## config.mk

```make
export PLATFORM = sky130hd
export DESIGN_NAME = fetch_sequencer
export DESIGN_NICKNAME = d
export VERILOG_FILES = /design/src/rtl/fetch_sequencer.sv
export SDC_FILE = /design/constraint.sdc
export NUM_CORES = 1
export LEC_CHECK = 0
export ABC_AREA = 1
export BUFFER_PORTS_ARGS = -buffer_cell sky130_fd_sc_hd__buf_2
export CAP_MARGIN = 20
export CORE_ASPECT_RATIO = 1.25
export CORE_MARGIN = 1
export CORE_UTILIZATION = 45
export DETAILED_ROUTE_END_ITERATION = 8
export PLACE_DENSITY_LB_ADDON = 0.08
export SYNTH_ARGS = -nofsm -noshare
export SYNTH_HDL_FRONTEND = slang
export SYNTH_SLANG_ARGS = --single-unit
```

## constraint.sdc

```tcl
create_clock -name CLOCK -period 2.15 [get_ports CLOCK]
set_input_delay 0.215 -clock CLOCK [delete_from_list [all_inputs] [get_ports CLOCK]]
set_output_delay 0.215 -clock CLOCK [all_outputs]
set_load 0.01 [all_outputs]
```

## src/rtl/fetch_sequencer.sv

```systemverilog
// Instruction-fetch control: IDLE -> ADDR -> WAIT -> ISSUE, one retired word per loop, 3 cycles minimum.
// Memory stalls are tolerated for WAIT_MAX edges before a sticky FAULT. IR is held until EXEC_DONE.
module fetch_sequencer #(
  parameter int                     BITS        = 16,
  parameter int                     OPCODE_BITS = 4,
  parameter logic [OPCODE_BITS-1:0] HALT_OPCODE = 4'hF,
  parameter int                     WAIT_MAX    = 8
) (
  input  logic            CLOCK,
  input  logic            RESET,
  input  logic            START,
  input  logic [BITS-1:0] PC_VALUE,
  input  logic            MEM_READY,
  input  logic [BITS-1:0] MEM_DATA,
  input  logic            EXEC_DONE,
  output logic [BITS-1:0] MEM_ADDR,
  output logic            MEM_READ,
  output logic            PC_INCREMENT,
  output logic [BITS-1:0] IR_OUT,
  output logic            IR_VALID,
  output logic            BUSY,
  output logic            FAULT,
  output logic [BITS-1:0] FETCH_COUNT
);

  localparam int CW = (WAIT_MAX < 2) ? 1 : $clog2(WAIT_MAX);

  typedef enum logic [2:0] {
    S_IDLE  = 3'd0,
    S_ADDR  = 3'd1,
    S_WAIT  = 3'd2,
    S_ISSUE = 3'd3,
    S_FAULT = 3'd4
  } state_t;

  state_t                 state_q;
  logic [CW-1:0]          wait_cnt_q;
  logic [BITS-1:0]        mem_addr_q;
  logic                   mem_read_q;
  logic                   pc_inc_q;
  logic [BITS-1:0]        ir_q;
  logic                   ir_valid_q;
  logic                   busy_q;
  logic                   fault_q;
  logic [BITS-1:0]        fetch_cnt_q;
  logic [OPCODE_BITS-1:0] opcode;

  assign opcode = ir_q[BITS-1 -: OPCODE_BITS];

  always_ff @(posedge CLOCK or posedge RESET) begin
    if (RESET) begin
      state_q     <= S_IDLE;
      wait_cnt_q  <= '0;
      mem_addr_q  <= '0;
      mem_read_q  <= 1'b0;
      pc_inc_q    <= 1'b0;
      ir_q        <= '0;
      ir_valid_q  <= 1'b0;
      busy_q      <= 1'b0;
      fault_q     <= 1'b0;
      fetch_cnt_q <= '0;
    end else begin
      case (state_q)
        S_IDLE: begin
          if (START) begin
            state_q <= S_ADDR;
            busy_q  <= 1'b1;
          end
        end
        // PC is sampled here rather than at retire so an execute-stage LOAD lands first.
        S_ADDR: begin
          mem_addr_q <= PC_VALUE;
          mem_read_q <= 1'b1;
          wait_cnt_q <= '0;
          state_q    <= S_WAIT;
        end
        S_WAIT: begin
          if (MEM_READY) begin
            ir_q       <= MEM_DATA;
            ir_valid_q <= 1'b1;
            mem_read_q <= 1'b0;
            pc_inc_q   <= 1'b1;
            state_q    <= S_ISSUE;
          end else begin
            wait_cnt_q <= wait_cnt_q + CW'(1);
            if (wait_cnt_q == CW'(WAIT_MAX - 1)) begin
              mem_read_q <= 1'b0;
              fault_q    <= 1'b1;
              busy_q     <= 1'b0;
              state_q    <= S_FAULT;
            end
          end
        end
        S_ISSUE: begin
          pc_inc_q <= 1'b0;
          if (EXEC_DONE) begin
            ir_valid_q  <= 1'b0;
            fetch_cnt_q <= fetch_cnt_q + BITS'(1);
            if (opcode == HALT_OPCODE) begin
              busy_q  <= 1'b0;
              state_q <= S_IDLE;
            end else begin
              state_q <= S_ADDR;
            end
          end
        end
        S_FAULT: begin
          state_q <= S_FAULT;
        end
        default: begin
          state_q <= S_IDLE;
        end
      endcase
    end
  end

  assign MEM_ADDR     = mem_addr_q;
  assign MEM_READ     = mem_read_q;
  assign PC_INCREMENT = pc_inc_q;
  assign IR_OUT       = ir_q;
  assign IR_VALID     = ir_valid_q;
  assign BUSY         = busy_q;
  assign FAULT        = fault_q;
  assign FETCH_COUNT  = fetch_cnt_q;

endmodule
```

---- Word level (Yosys, flattened, before mapping) ----
Index checks and enable logic that the tools add are counted.
word-level totals
  bits of input ports ..................... 37
  flip-flop bits (word level) ............. 59
  output and inout bits ................... 53
  word-level logic and storage cells ...... 59
operators by class
  bitwise logic cells ..................... 1
  eq/ne operators ......................... 13
  reductions and logical operators ........ 13
  muxes and demuxes ....................... 20
  $add $sub $neg .......................... 2
operators with widths
  kind                                                  count
  adder 16 x 1 -> 16 bit (second input constant)        1
  two-way mux 3 bit                                     5
  one-hot mux 3 bit (5 select lines)                    1
  != test 2 bit (second input constant)                 6
  AND reduction 2 bit                                   5
  two-way mux 1 bit                                     9
  AND reduction 3 bit                                   3
  equality test 3 x 2 -> 1 bit (second input constant)  2
  equality test 3 bit (second input constant)           2
  one-hot mux 1 bit (2 select lines)                    3
  one-hot mux 3 bit (2 select lines)                    1
  AND reduction 6 bit                                   1
  equality test 4 bit (second input constant)           1
  nonzero test 2 bit                                    2
  adder 3 x 1 -> 3 bit (second input constant)          1
  equality test 3 x 1 -> 1 bit (second input constant)  1
  zero test 3 bit                                       1
  != test 3 bit (second input constant)                 1
  one-hot mux 1 bit (3 select lines)                    1
  nonzero test 3 bit                                    1
  inverter 1 bit                                        1

---- Depth between registers and ports, before layout ----
  depth after elaboration ................. 4
  mapped depth ............................ 9
  depth with buffers taken out ............ 8

---- Worst setup path before layout ----
OpenSTA, ideal clock, no wires.
  kind .................................... register -> register
  from .................................... register fetch_cnt_q[0] (netlist: FETCH_COUNT[0])
  to ...................................... register fetch_cnt_q[10] (netlist: FETCH_COUNT[10])
  period minus slack after synthesis ...... 1.345 ns
  required time ........................... 2.033 ns
  setup time .............................. 0.117 ns
  setup slack ............................. 0.805 ns
  data arrival time ....................... 1.228 ns
  cell stages (with the launch flop) ...... 9
  buffers on the path ..................... 0
  cell sequence ........................... dfrtp_1 > ha_1 > nand2_1 > nor2_1 > nand2_1 > nor2_2 > nand2_1 > nand2_1 > nand2_1
on the way
  cells in the longest elaborated chain, start to end .. 1
RTL lines
  what                    line  RTL
  start, declared         45    logic [BITS-1:0] fetch_cnt_q;
  start signal, assigned  98    fetch_cnt_q <= fetch_cnt_q + BITS'(1);
  adder 16 x 1 -> 16 bit  98
No other way between the ends.
A chain may end at the register's enable or synchronous reset.

---- Final worst setup path ----
  from .................................... register state_q[0]
  to ...................................... register ir_q[12] (netlist: IR_OUT[12])
on the way
  cells in the longest elaborated chain, start to end .. 2
RTL lines
  what                           line  RTL
  start, declared                36    state_t state_q;
  start signal, assigned         52    state_q <= S_IDLE;
  start signal, assigned         66    state_q <= S_ADDR;
  start signal, assigned         75    state_q <= S_WAIT;
  equality test 3 x 2 -> 1 bit   63    case (state_q)
  AND reduction 2 bit (no line)  n/a
  end signal, assigned           57    ir_q <= '0;
  end signal, assigned           79    ir_q <= MEM_DATA;
  end, declared                  41    logic [BITS-1:0] ir_q;
No other way between the ends.

==> impl.org <==
** Run status
- The run finished with clean final reports.

** Placement
- Once placement finished, the instance area stood at 0.00326 mm².
- Buffers placed on the I/O ports in this run total 89.
- Routability-driven placement congestion ratio :: 0.777
- The number of placed instances, taps included, is 457.
- The HPWL after detailed placement is roughly 3900 µm.

** Pwr
- Of the total power, the clock network draws 0.240.
- Pint :: 2.96 mW
- Total chip power :: 4.61 mW
- Leakage :: between 1.5 and 2 nW
- The share of total power dissipated in combinational logic is 0.362.
- Max VDD drop :: 0.669 mV
- Total power density per cell area :: 1320 mW/mm²
- Net switching power :: around 1.7 mW
- Sequential fraction of design power :: 0.398
- Switching part of the total :: 0.359

** Yosys
- Most area-consuming cells after synthesis :: dfrtp_1, nand2_1, mux2_4, mux2_2, inv_1
- Combinational family with the most area after synthesis :: simple AND/OR/NAND/NOR gates
- Leading area contributor after synthesis :: dfrtp_1
- The post-synthesis compound-gate area fraction is 0.0253.
- Of the total synthesized cell area, the portion taken by AND, OR, NAND and NOR gates is 0.257.
- Synthesis instantiated 26 different standard cells from the library.
- Adder-cell area share of the yosys netlist :: 0.0136
- Number of warnings reported in the yosys synthesis log :: 0
- Mean instance size in the synthesized netlist :: 9.47 µm²
- Of the total synthesized cell area, the portion taken by XOR and XNOR cells is 0.0285.
- Mux contribution to synthesized area :: 0.0760
- Fraction of the yosys area taken by sequential cells :: 0.534
- Syn nets :: 332
- Area share of the leading cell type in the synthesized netlist :: 0.534
- The cell count after synthesis came out at 292.
- Post-synthesis cell area :: about 0.0028 mm²
- After synthesis the netlist holds a flip-flop and latch count of 59.

** Clock network
- Root Buffer Master :: clkbuf_8
- Clock-pin slew was measured on the worst setup and hold paths at 80 ps.
- Maximum level of the CTS H-tree :: 3
- TritonCTS built the clock tree.
- Counting every sink on the clock net gives 59.
- Number of buffers inserted by post-CTS setup repair :: 0
- The clock passes through at most 2 buffers.
- Post-CTS repair changed the size of 0 cells.
- Worst-skew pair later-pin latency :: about 340 ps
- Buffers inserted during clock tree synthesis total 9.
- Buffers inserted to repair hold after CTS numbered 1.

** Drt
- Detailed router's first-iteration violation count :: 86
- The detail route stage leaves a number of antenna-violating nets equal to 0.
- The first TritonRoute pass finished after 4 iterations.
- Dividing the detail-routed via count by the number of cells gives 4.52.
- In the routed design, unresolved DRC markers number 0.
- After detailed routing, the average wire length per cell comes to 11.8 µm.
- The final layout contains routed wiring with a total length of 5580 µm.
- The detailed router placed 2144 vias in this run.

** Cells and area
- Layout cells sized above 1 :: 0.360
- Layout fillers :: 527
- Non-Filler Instances :: between 400 and 500
- Compared with the post-synthesis result, the final layout area differs by 26.1%.
- With fillers left out, the area of the finished cells amounts to 0.00349 mm².
- In the final layout, flip-flops and latches occupy roughly 0.0015 mm².
- 0 antenna diodes ended up in the layout.
- The net count of the finished layout is 427.
- Multi-input logic area :: between 0.001 and 0.0015 mm²

** Setup path
- CP max FO :: 21
- List of cells traversed by the critical path :: inv_2, nand3_2, inv_2, nand2_2, inv_2, nand2_1, nand2_1
- Data arrives at the worst endpoint at 1860 ps.
- Among all stages on the critical path, the largest delay is contributed by dfrtp_1.
- Highest cell delay on the worst timing path :: 490 ps
- Most numerous cell on the critical path :: inv_2
- Data on the critical path is required at its endpoint by around 2400 ps.
- The worst setup path is captured at a flop.
- Kind of critical path :: reg2reg
- Type of element launching the critical path :: flop

** Die
- Ports :: 90
- The die is 89.6 µm tall.
- The die covers about 0.0065 mm².
- From left edge to right edge, the die measures 72.1 µm.
- Cell row count :: 31
- Initial core utilization :: 0.472
- The core region is 0.00586 mm².

** STA
- Setup violations remaining at the end of the flow were counted as 0.
- In the finished design, the share of the clock period the worst path needs comes to 0.739.
- Final worst path period need :: 1590 ps
- Measured against its own limit, the worst slew margin works out to 0.722.
- The number of pins exceeding their max-slew limit in the final report came to 0.
- Final worst hold slack :: 72.4 ps
- Setup repair after global routing left no endpoint under its margin.
- Setup total negative slack on the finished layout was measured at 0 ps.
- The final count of hold timing violations was 0.
- For the pin with the worst max-slew slack, the measured transition is 415 ps.
- Achievable frequency :: 630 MHz
- Worst clock skew on the final layout :: 13.7 ps

** Global route
- After global routing the overflow that remains totals 0.
- Antenna violations before repair :: 0
- For this run, the total global-route usage over all layers was measured as 0.190.
- The via count of the first global-routing pass came to ~2100.
- The first global-routing pass estimated 9230 µm of wire.
- Entering global routing, the biggest net connects 60 pins.

** Min path
- Worst Hold Class :: in2reg

** Flow run
- Max-cap violations in this run came to 0.
-- sequential cells by signal, indices dropped and copies added, names as in the netlist --
register	cells
MEM_ADDR	16
state_q	3
wait_cnt_q	3
IR_VALID	1
MEM_READ	1
FETCH_COUNT	16
BUSY	1
FAULT	1
PC_INCREMENT	1
IR_OUT	16
-- critical path: cells and delay by family (launching register included) --
kind	cells	cell delay, ps
simple gates	4	510
flops	1	490
buf+inv	3	510
-- power groups by stage --
stage	combinational, mW	sequential (mW)	clock, mW
3_3_place_gp	1.66	1.84	0
3_5_place_dp	1.70	1.85	0
6_report	1.67	1.83	1.11
2_1_floorplan	1.06	1.97	0
4_1_cts	1.70	1.84	1.14
5_1_grt	1.89	1.90	1.18
-- cell usage after synthesis (all sizes together) --
master and count:
nand2 110, dfrtp 59, inv 28, nor2 23, mux2 16, nand3 13, o21ai 11, buf 7
nand4 6, xor2 5, xnor2 4, a21oi 3, ha 3, nand3b 2, nor3 2
-- logic make-up (layout without fill, tap and decap cells) --
family,Yosys count,count (layout)
xor+xnor,9,9
fa+ha+maj,3,3
simple gates,156,156
mux,16,16
buf+inv,35,135
compound gates,14,14
flops,59,59
-- metal layers --
metal	routed length, µm	part of all wire	global-route usage
met1	2480	0.44	0.233
met2	2730	0.49	0.314
met3	276	0.049	0.0592
met4	89	0.016	0.0802
met5	0	0	0
-- layout make-up --
| type | instances | share of cell area |
|---|---|---|
| clock buffers | 9 | 0.0355 |
| clock inverters | 7 | 0.0262 |
| inverters | 28 | 0.0309 |
| multi-input cells | 198 | 0.318 |
| flip-flops and latches | 59 | 0.424 |
| well taps | 82 | 0.0294 |
| repair buffers | 91 | 0.136 |
-- cell usage in the layout, fill, tap and decap left out --
cell | Yosys | final
nand2_1 | 107 | 107
buf_2 | 1 | 89
dfrtp_1 | 59 | 59
inv_1 | 23 | 22
nor2_1 | 17 | 17
o21ai_0 | 10 | 10
nand3_1 | 9 | 9
clkbuf_8 | 0 | 9
mux2_4 | 8 | 8
mux2_2 | 8 | 8
nand4_1 | 6 | 6
inv_2 | 4 | 5
xor2_1 | 5 | 5
xnor2_1 | 4 | 4
nand3_4 | 3 | 3
nor2_4 | 3 | 3
nor2_2 | 3 | 3
a21oi_1 | 3 | 3
ha_1 | 3 | 3
clkinv_2 | 0 | 3
nand2_2 | 2 | 2
nor3_1 | 2 | 2
nand3b_1 | 2 | 2
bufinv_16 | 0 | 2
inv_4 | 1 | 1
nand3_2 | 1 | 1
nand2_4 | 1 | 1
o21ai_1 | 1 | 1
inv_6 | 0 | 1
clkinvlp_4 | 0 | 1
dlygate4sd3_1 | 0 | 1
buf_12 | 0 | 1
-- stage by stage --
stage | worst slack, ps | util
4_1_cts | 537 | 0.595
5_1_grt | 340 | 0.595
3_5_place_dp | 565 | 0.557
2_1_floorplan | 479 | -
6_report | 562 | 0.595
3_3_place_gp | 613 | 0.557
-- worst paths after layout --
kind,from,end,slack [ps],cells past startpoint
setup / recovery,state_q[0],IR_OUT[12],560,7
hold / removal,MEM_DATA[10],IR_OUT[10],70,3
setup reg to reg,state_q[0],IR_OUT[12],560,7
hold reg to reg,FAULT,FAULT,470,2
max in group asynchronous,RESET,FETCH_COUNT[12],1400,4
min in group asynchronous,RESET,MEM_ADDR[15],480,4
No activity file was read; power rests on OpenSTA's default activity.
